==> config.mk <==
export PLATFORM = sky130hd
export DESIGN_NAME = serial_sub_flat
export DESIGN_NICKNAME = d
export VERILOG_FILES = /design/src/rtl/serial_sub_pkg.sv /design/src/rtl/serial_sub_if.sv /design/src/rtl/serial_sub_fs_cell.sv /design/src/rtl/serial_sub.sv /design/src/flat_wrapper.sv
export SDC_FILE = /design/constraint.sdc
export NUM_CORES = 1
export LEC_CHECK = 0
export BUFFER_PORTS_ARGS = -buffer_cell sky130_fd_sc_hd__buf_2
export CAP_MARGIN = 20
export CORE_MARGIN = 2
export CORE_UTILIZATION = 35
export DETAILED_ROUTE_END_ITERATION = 6
export HOLD_SLACK_MARGIN = 0.12
export PLACE_DENSITY = 0.54
export REMOVE_ABC_BUFFERS = 1
export SETUP_SLACK_MARGIN = 0.2
export SYNTH_ARGS = -nofsm -noshare
export SYNTH_HDL_FRONTEND = slang
export SYNTH_HIERARCHICAL = 1
export SYNTH_SLANG_ARGS = --single-unit
==> constraint.sdc <==
create_clock -name clk -period 2.1 [get_ports clk]
set_input_delay 0.315 -clock clk [delete_from_list [all_inputs] [get_ports clk]]
set_output_delay 0.315 -clock clk [all_outputs]
set_load 0.02 [all_outputs]
==> src/rtl/serial_sub_pkg.sv <==
// Shared types for the bit-serial subtractor: FSM state encoding and counter sizing.
// Latency: n/a (declarations only).
// Backpressure: n/a.
package serial_sub_pkg;

    typedef enum logic [1:0] {
        IDLE = 2'd0,
        RUN  = 2'd1,
        FIN  = 2'd2
    } state_t;

    // Number of bits needed to count 0..v-1 (v >= 2).
    function automatic int clog2(input int v);
        int r;
        r = 0;
        while ((1 << r) < v) begin
            r = r + 1;
        end
        return r;
    endfunction

endpackage

==> src/rtl/serial_sub_if.sv <==
// Request/result bundle between a controlling FSM and the serial subtractor.
// Latency: n/a (wiring only).
// Backpressure: start is only honoured while busy is low.
interface serial_sub_if #(
    parameter int WIDTH = 8
);
    logic             start;
    logic [WIDTH-1:0] a;
    logic [WIDTH-1:0] b;
    logic             busy;
    logic             done;
    logic [WIDTH-1:0] diff;
    logic             bout;
    logic             ovf;

    // Controller side: issues requests, observes status and result.
    modport master (
        output start, a, b,
        input  busy, done, diff, bout, ovf
    );

    // Subtractor side.
    modport slave (
        input  start, a, b,
        output busy, done, diff, bout, ovf
    );
endinterface

==> src/rtl/serial_sub_fs_cell.sv <==
// Single-bit full subtractor: d = x - y - bin, with borrow out.
// Latency: combinational.
// Backpressure: none.
module fs_cell (
    input  logic x,
    input  logic y,
    input  logic bin,
    output logic d,
    output logic bout
);
    // Borrow is taken when y exceeds x, or when they match and a borrow comes in.
    assign d    = x ^ y ^ bin;
    assign bout = (~x & y) | (~(x ^ y) & bin);
endmodule

==> src/rtl/serial_sub.sv <==
// Bit-serial a - b, LSB first, one bit per clock through a single full-subtractor cell.
// Latency: start accepted at edge 0, done pulses in the cycle after edge WIDTH.
// Backpressure: start ignored while busy; one op per WIDTH+2 cycles back to back.
module serial_sub
    import serial_sub_pkg::*;
#(
    parameter int WIDTH = 8
) (
    input  logic         clk,
    input  logic         rst_n,
    serial_sub_if.slave  bus
);
    localparam int CNT_W = clog2(WIDTH);
    localparam logic [CNT_W-1:0] LAST = CNT_W'(WIDTH - 1);

    state_t           state;
    logic [WIDTH-1:0] a_sh;
    logic [WIDTH-1:0] b_sh;
    logic [WIDTH-1:0] d_sh;
    logic [CNT_W-1:0] cnt;
    logic             borrow;
    logic             a_msb;
    logic             b_msb;

    logic             busy_q;
    logic             done_q;
    logic [WIDTH-1:0] diff_q;
    logic             bout_q;
    logic             ovf_q;

    logic             cell_d;
    logic             cell_bout;

    fs_cell u_cell (
        .x    (a_sh[0]),
        .y    (b_sh[0]),
        .bin  (borrow),
        .d    (cell_d),
        .bout (cell_bout)
    );

    // Control FSM and datapath. The result registers are loaded on the edge that
    // enters FIN so they are already valid while done is high, and are otherwise
    // untouched, which keeps partial results off the outputs.
    always_ff @(posedge clk or negedge rst_n) begin
        if (!rst_n) begin
            state  <= IDLE;
            a_sh   <= '0;
            b_sh   <= '0;
            d_sh   <= '0;
            cnt    <= '0;
            borrow <= 1'b0;
            a_msb  <= 1'b0;
            b_msb  <= 1'b0;
            busy_q <= 1'b0;
            done_q <= 1'b0;
            diff_q <= '0;
            bout_q <= 1'b0;
            ovf_q  <= 1'b0;
        end else begin
            case (state)
                IDLE: begin
                    done_q <= 1'b0;
                    if (bus.start) begin
                        a_sh   <= bus.a;
                        b_sh   <= bus.b;
                        borrow <= 1'b0;
                        cnt    <= '0;
                        a_msb  <= bus.a[WIDTH-1];
                        b_msb  <= bus.b[WIDTH-1];
                        busy_q <= 1'b1;
                        state  <= RUN;
                    end
                end
                RUN: begin
                    a_sh   <= {1'b0, a_sh[WIDTH-1:1]};
                    b_sh   <= {1'b0, b_sh[WIDTH-1:1]};
                    d_sh   <= {cell_d, d_sh[WIDTH-1:1]};
                    borrow <= cell_bout;
                    cnt    <= cnt + CNT_W'(1);
                    if (cnt == LAST) begin
                        // Final bit: cell_d is the result MSB.
                        diff_q <= {cell_d, d_sh[WIDTH-1:1]};
                        bout_q <= cell_bout;
                        ovf_q  <= (a_msb != b_msb) & (cell_d != a_msb);
                        done_q <= 1'b1;
                        state  <= FIN;
                    end
                end
                FIN: begin
                    done_q <= 1'b0;
                    busy_q <= 1'b0;
                    state  <= IDLE;
                end
                default: begin
                    done_q <= 1'b0;
                    busy_q <= 1'b0;
                    state  <= IDLE;
                end
            endcase
        end
    end

    assign bus.busy = busy_q;
    assign bus.done = done_q;
    assign bus.diff = diff_q;
    assign bus.bout = bout_q;
    assign bus.ovf  = ovf_q;

endmodule

==> src/flat_wrapper.sv <==
// flat-port wrapper written by rule: the top's interface ports become plain ports
module serial_sub_flat import serial_sub_pkg::*;
#(
    parameter int WIDTH = 8
)
  (clk, rst_n, bus_start, bus_a, bus_b, bus_busy, bus_done, bus_diff, bus_bout, bus_ovf);
  serial_sub_if #(.WIDTH(WIDTH)) bus_i ();
  input  logic clk;
  input  logic rst_n;
  input wire logic [$bits(bus_i.start)-1:0] bus_start;
  input wire logic [$bits(bus_i.a)-1:0] bus_a;
  input wire logic [$bits(bus_i.b)-1:0] bus_b;
  output wire logic [$bits(bus_i.busy)-1:0] bus_busy;
  output wire logic [$bits(bus_i.done)-1:0] bus_done;
  output wire logic [$bits(bus_i.diff)-1:0] bus_diff;
  output wire logic [$bits(bus_i.bout)-1:0] bus_bout;
  output wire logic [$bits(bus_i.ovf)-1:0] bus_ovf;
  assign bus_i.start = bus_start;
  assign bus_i.a = bus_a;
  assign bus_i.b = bus_b;
  assign bus_busy = bus_i.busy;
  assign bus_done = bus_i.done;
  assign bus_diff = bus_i.diff;
  assign bus_bout = bus_i.bout;
  assign bus_ovf = bus_i.ovf;
  serial_sub #(.WIDTH(WIDTH)) u_core (.clk(clk), .rst_n(rst_n), .bus(bus_i));
endmodule
---- Yosys cells after proc, flatten, opt, wreduce, memory -nomap -nowiden ----
Index checks and enable logic that the tools add are counted.
cells by class
  reduce and logical (&&, ||, !) cells .... 7
  equality and inequality tests ........... 6
  mux-type cells .......................... 15
  add/subtract/negate cells ............... 1
  bitwise operators ....................... 9
operators by type and width
  kind                                                 count
  case mux 8 bit (2 select lines)                      2
  2-to-1 mux 8 bit                                     2
  AND reduction 2 bit                                  5
  case mux 3 bit (2 select lines)                      1
  2-to-1 mux 1 bit                                     4
  2-to-1 mux 2 bit                                     2
  case mux 1 bit (2 select lines)                      2
  case mux 2 bit (2 select lines)                      1
  adder 3 x 1 -> 3 bit, second input constant          1
  AND 1 bit                                            3
  equality test 3 bit, second input constant           1
  2-to-1 mux 3 bit                                     1
  inverter 1 bit                                       3
  equality test 2 x 1 -> 1 bit, second input constant  1
  logical NOT 2 bit                                    1
  != test 1 bit                                        2
  != test 2 x 1 -> 1 bit, second input constant        1
  != test 2 bit, second input constant                 1
  nonzero test 2 bit                                   1
  bitwise XOR 1 bit                                    2
  bitwise OR 1 bit                                     1
word-level totals
  input bits .............................. 19
  word-level logic and storage cells ...... 51
  bits in registers ....................... 44
  output and inout bits ................... 12

---- Logic depth before layout (Yosys ltp) ----
  depth in word-level cells ............... 5
  depth in mapped cells ................... 6
  gate-level depth less buffers ........... 5

---- Cells and area by module ----
Netlist, hierarchy kept.
by module, submodules not included
  module      cells each  seq. area each (um2)  area each (um2)  times used
  serial_sub  145         1076.0                1774.2           1
  fs_cell     4           0.0                   31.3             1

---- Worst setup path before layout ----
No wires, ideal clock.
  kind .................................... register -> register
  start ................................... reg u_core.cnt[0]
  end ..................................... reg u_core.bout_q, in the netlist u_core/bus.bout
  stages on the path, launching flop included .. 6
  clock period less this slack ............ 1523 ps
  slack ................................... 577 ps
  data required time ...................... 1972 ps
  buffers on the path ..................... 1
  arrival time ............................ 1396 ps
  library setup time ...................... 128 ps
  cell sequence ........................... dfrtp_1 > ha_1 > ha_1 > nand3b_2 > buf_2 > mux2_1
between the ends
  word-level cells in the longest chain between the ends .. 2
RTL lines
  element                        RTL line          RTL
  start: declaration             serial_sub.sv:20  logic [CNT_W-1:0] cnt;
  start signal: assignment       serial_sub.sv:80  cnt <= cnt + CNT_W'(1);
  equality test 3 bit            serial_sub.sv:81  if (cnt == LAST) begin
  AND reduction 2 bit (no line)  --
  end signal: assignment         serial_sub.sv:84  bout_q <= cell_bout;
  end: declaration               serial_sub.sv:28  logic bout_q;
No other way between the ends.
A chain may end at the register's enable or synchronous reset.

---- Final worst setup path ----
  start ................................... reg u_core.cnt[0]
  end ..................................... reg u_core.diff_q[4], in the netlist u_core/bus.diff[4]
between the ends
  word-level cells in the longest chain between the ends .. 2
RTL lines
  element                        RTL line          RTL
  equality test 3 bit            serial_sub.sv:81
  AND reduction 2 bit (no line)  --
  end signal: assignment         serial_sub.sv:83  diff_q <= {cell_d, d_sh[WIDTH-1:1]};
  end: declaration               serial_sub.sv:27  logic [WIDTH-1:0] diff_q;
No other way between the ends.

==> flow_summary_export.csv <==
group,metric,value,unit
synth,syn_area_per_cell,12.12,um^2
timing,fin_crit,1.568,ns
setup_path,start_kind,"flip-flop",
placed_design,io_buffers,30,
global_route,antenna_found_initial,0,
placed_design,gp_congestion,0.7268,
drt,met3_wirelength,132,um
global_route,grt_start_max_net_pins,44,
final_layout,area_delta_synth_final,18.30,%
clock_network,cts-root-buf,"clkbuf_8",
timing,fin_crit_sh,74.68,%
timing,relSlewSlack,59.80,%
hold_path,worst_hold_path.num_cells,2,
floorplan,die_x,75.82,um
timing,tightest_slew,0.6002,ns
clock_network,clock_sinks,43,
drt,post_drt_wl_per_cell,13.66,um
drt,drt-vias-per-instance,4.851,
clock_network,post-cts-setup-buffers,0,
global_route,grt-ovfl-total,0,
hold_path,hold-path-endpoint,"u_core/a_sh[7]$_DFFE_PN0P_",
floorplan,io_pins,31,
power_and_ir_drop,ir_worst_vdd,0.4688,mV
synth,ys_ff_latch,43,
final_layout,layout_common_cells,"dfrtp_1 (43), buf_2 (30), nand2_1 (18), o21ai_0 (16), a22oi_1 (12)",
clock_network,clk_pin_slew_worst_paths,0.08,ns
clock_network,h-tree-depth,2,
setup_path,reg2reg_depth,4,
timing,fin_worst_skew,0.001517,ns
timing,fmax,0.6376,GHz
hold_path,hp-class,"input port to flip-flop",
drt,post-route-drc-count,0,
global_route,grt.total_usage,14.06,%
synth,netlist_area,0.001805,mm^2
setup_path,worstSetupPathType,"flip-flop to flip-flop",
timing,slew_violations,0,
final_layout,postLayoutCoreUtil,42.36,%
final_layout,nFillCells,495,
clock_network,cts_made_buffers,5,
final_layout,drive_above_1_share,30.27,%
synth,yosys_warnings,6,
clock_network,clk_path_buf_depth,2,
drt,first_pass_iters,4,
drt,top_layer,"met4",
floorplan,die_area,0.005749,mm^2
synth,netlist_instances,149,
floorplan,die_y,75.82,um
power_and_ir_drop,cellPowerDensity,1436,mW/mm^2
final_layout,final_common_cell,"dfrtp_1",
setup_path,reg2reg_to,"u_core/bus.diff[4]$_DFFE_PN0P_",
timing,finalSetupViolCount,0,
setup_path,critPathMaxFanout,12,
final_layout,nNetsFinal,206,
floorplan,core,0.005042,mm^2
timing,final_hold_viol_count,0,
power_and_ir_drop,leakage,1.000,nW
clock_network,cts_tree,"built",
floorplan,rows,26,
global_route,grt_first_pass_wirelength,6009,um
hold_path,hold_start,"bus_a[7]",
placed_design,hpwl,2393,um
drt,vias,1237,
drt,postRouteAntennaNets,0,
outcome,status,"complete, no violations",
job,max-cap-violations,0,
setup_path,endpoint_kind,"flip-flop",
clock_network,holdBufCountCts,1,
drt,wirelength_met1,1604,um
timing,rsz0062_at_grt,"no",
floorplan,initial_core_util,35.81,%
setup_path,crit_required,2.28,ns
drt,wl,3483,um
drt,wl_met2,1707,um
clock_network,postCtsResizedCells,0,
clock_network,clk_latency,0.29,ns
global_route,first_global_vias,1298,
drt,drt_iter0_drc,74,
synth,ys_types,24,
setup_path,arrival,1.74,ns
setup_path,r2r_start,"u_core/cnt[0]$_DFFE_PN0P_",
final_layout,diodes,0,
timing,fin_setup_tns,0,ns
synth,synth-seq-area-share,59.60,%
setup_path,r2r_slack,0.53,ns
worst max-delay path by stage:
stage,start,end,slack [ns],cells after the start
after floorplan,u_core/state[0]$_DFFE_PN0P_,u_core/d_sh[1]$_DFFE_PN0P_,0.35,2
after global placement,u_core/cnt[0]$_DFFE_PN0P_,u_core/bus.diff[4]$_DFFE_PN0P_,0.55,4
after detailed placement,u_core/cnt[0]$_DFFE_PN0P_,u_core/bus.diff[4]$_DFFE_PN0P_,0.53,4
after CTS,u_core/cnt[0]$_DFFE_PN0P_,u_core/bus.diff[4]$_DFFE_PN0P_,0.51,4
after global routing,u_core/state[0]$_DFFE_PN0P_,u_core/a_sh[6]$_DFFE_PN0P_,0.39,3
final,u_core/cnt[0]$_DFFE_PN0P_,u_core/bus.diff[4]$_DFFE_PN0P_,0.53,4
cell type report:
cell class / instances / area (um^2) / share of cell area [%]
Clock buffer: 7 / 76.32 / 3.574
Clock inverter: 1 / 5.005 / 0.2343
Inverter: 6 / 22.52 / 1.054
Multi-Input combinational cell: 92 / 658.1 / 30.81
Sequential cell: 43 / 1076 / 50.38
Tap cell: 70 / 87.58 / 4.101
Timing Repair Buffer: 36 / 210.2 / 9.842
where the power goes:
part / leakage [nW] / internal, mW / switching, mW
Combinational: 0.419 / 0.540 / 0.595
Sequential: 0.539 / 1.20 / 0.236
Clock: 0.0422 / 0.233 / 0.263
Total: 1.00 / 1.97 / 1.09
metrics by stage:
step	hold slack, ns	setup slack, ns	cell area [um^2]	power (mW)	cells
global placement	0.3026	0.5523	2044	2.539	246
floorplan	0.01941	0.3515	1757	2.189	141
detailed placement	0.3090	0.5269	2044	2.597	246
CTS	0.2570	0.5147	2136	3.108	255
global route	0.2654	0.3863	2136	3.333	255
finish	0.2643	0.5317	2136	3.066	255
cells by family after synthesis:
kind of cell / Yosys count / synth area share (%)
flops: 43 / 59.60
compound gates: 39 / 13.72
simple gates: 32 / 9.009
mux: 18 / 11.23
buf+inv: 14 / 3.950
fa+ha+maj: 3 / 2.495
Yosys cell counts:
master | number | area (um^2)
dfrtp_1 | 43 | 1076
nand2_1 | 18 | 67.56
o21ai_0 | 16 | 80.08
a22oi_1 | 12 | 90.09
mux2_2 | 11 | 123.9
mux2_1 | 7 | 78.83
inv_1 | 6 | 22.52
nor2_1 | 5 | 18.77
a21oi_1 | 4 | 20.02
a22o_1 | 4 | 35.03
buf_4 | 4 | 30.03
buf_2 | 3 | 15.01
nor2b_1 | 3 | 18.77
and3b_1 | 2 | 17.52
ha_1 | 2 | 25.02
a31oi_1 | 1 | 6.260
clkbuf_1 | 1 | 3.750
fa_1 | 1 | 20.02
nand3b_2 | 1 | 11.26
nor2b_2 | 1 | 8.760
nor3b_1 | 1 | 7.510
nor3b_2 | 1 | 12.51
o21ai_1 | 1 | 5.000
o21bai_2 | 1 | 11.26
critical path: stages, from the launching register on:
cell	delay (ns)
dfrtp_1	0.40
ha_1	0.20
ha_1	0.21
nand3b_2	0.27
mux2_2	0.37
sequential cells by signal (all words and copies together), names as in the netlist:
register and flops:
u_core/bus.busy 1, u_core/state 2, u_core/b_msb 1, u_core/bus.done 1, u_core/d_sh 7, u_core/bus.diff 8
u_core/borrow 1, u_core/a_sh 8, u_core/b_sh 8, u_core/a_msb 1, u_core/bus.ovf 1, u_core/bus.bout 1
u_core/cnt 3
per-layer routing:
metal / track usage (%) / up-vias
met5: 0 / -
met4: 4.678 / 0
met3: 4.894 / 6
met2: 22.51 / 14
met1: 17.79 / 629
li1: - / 588
Note: power is estimated with default switching activity, not from simulation.
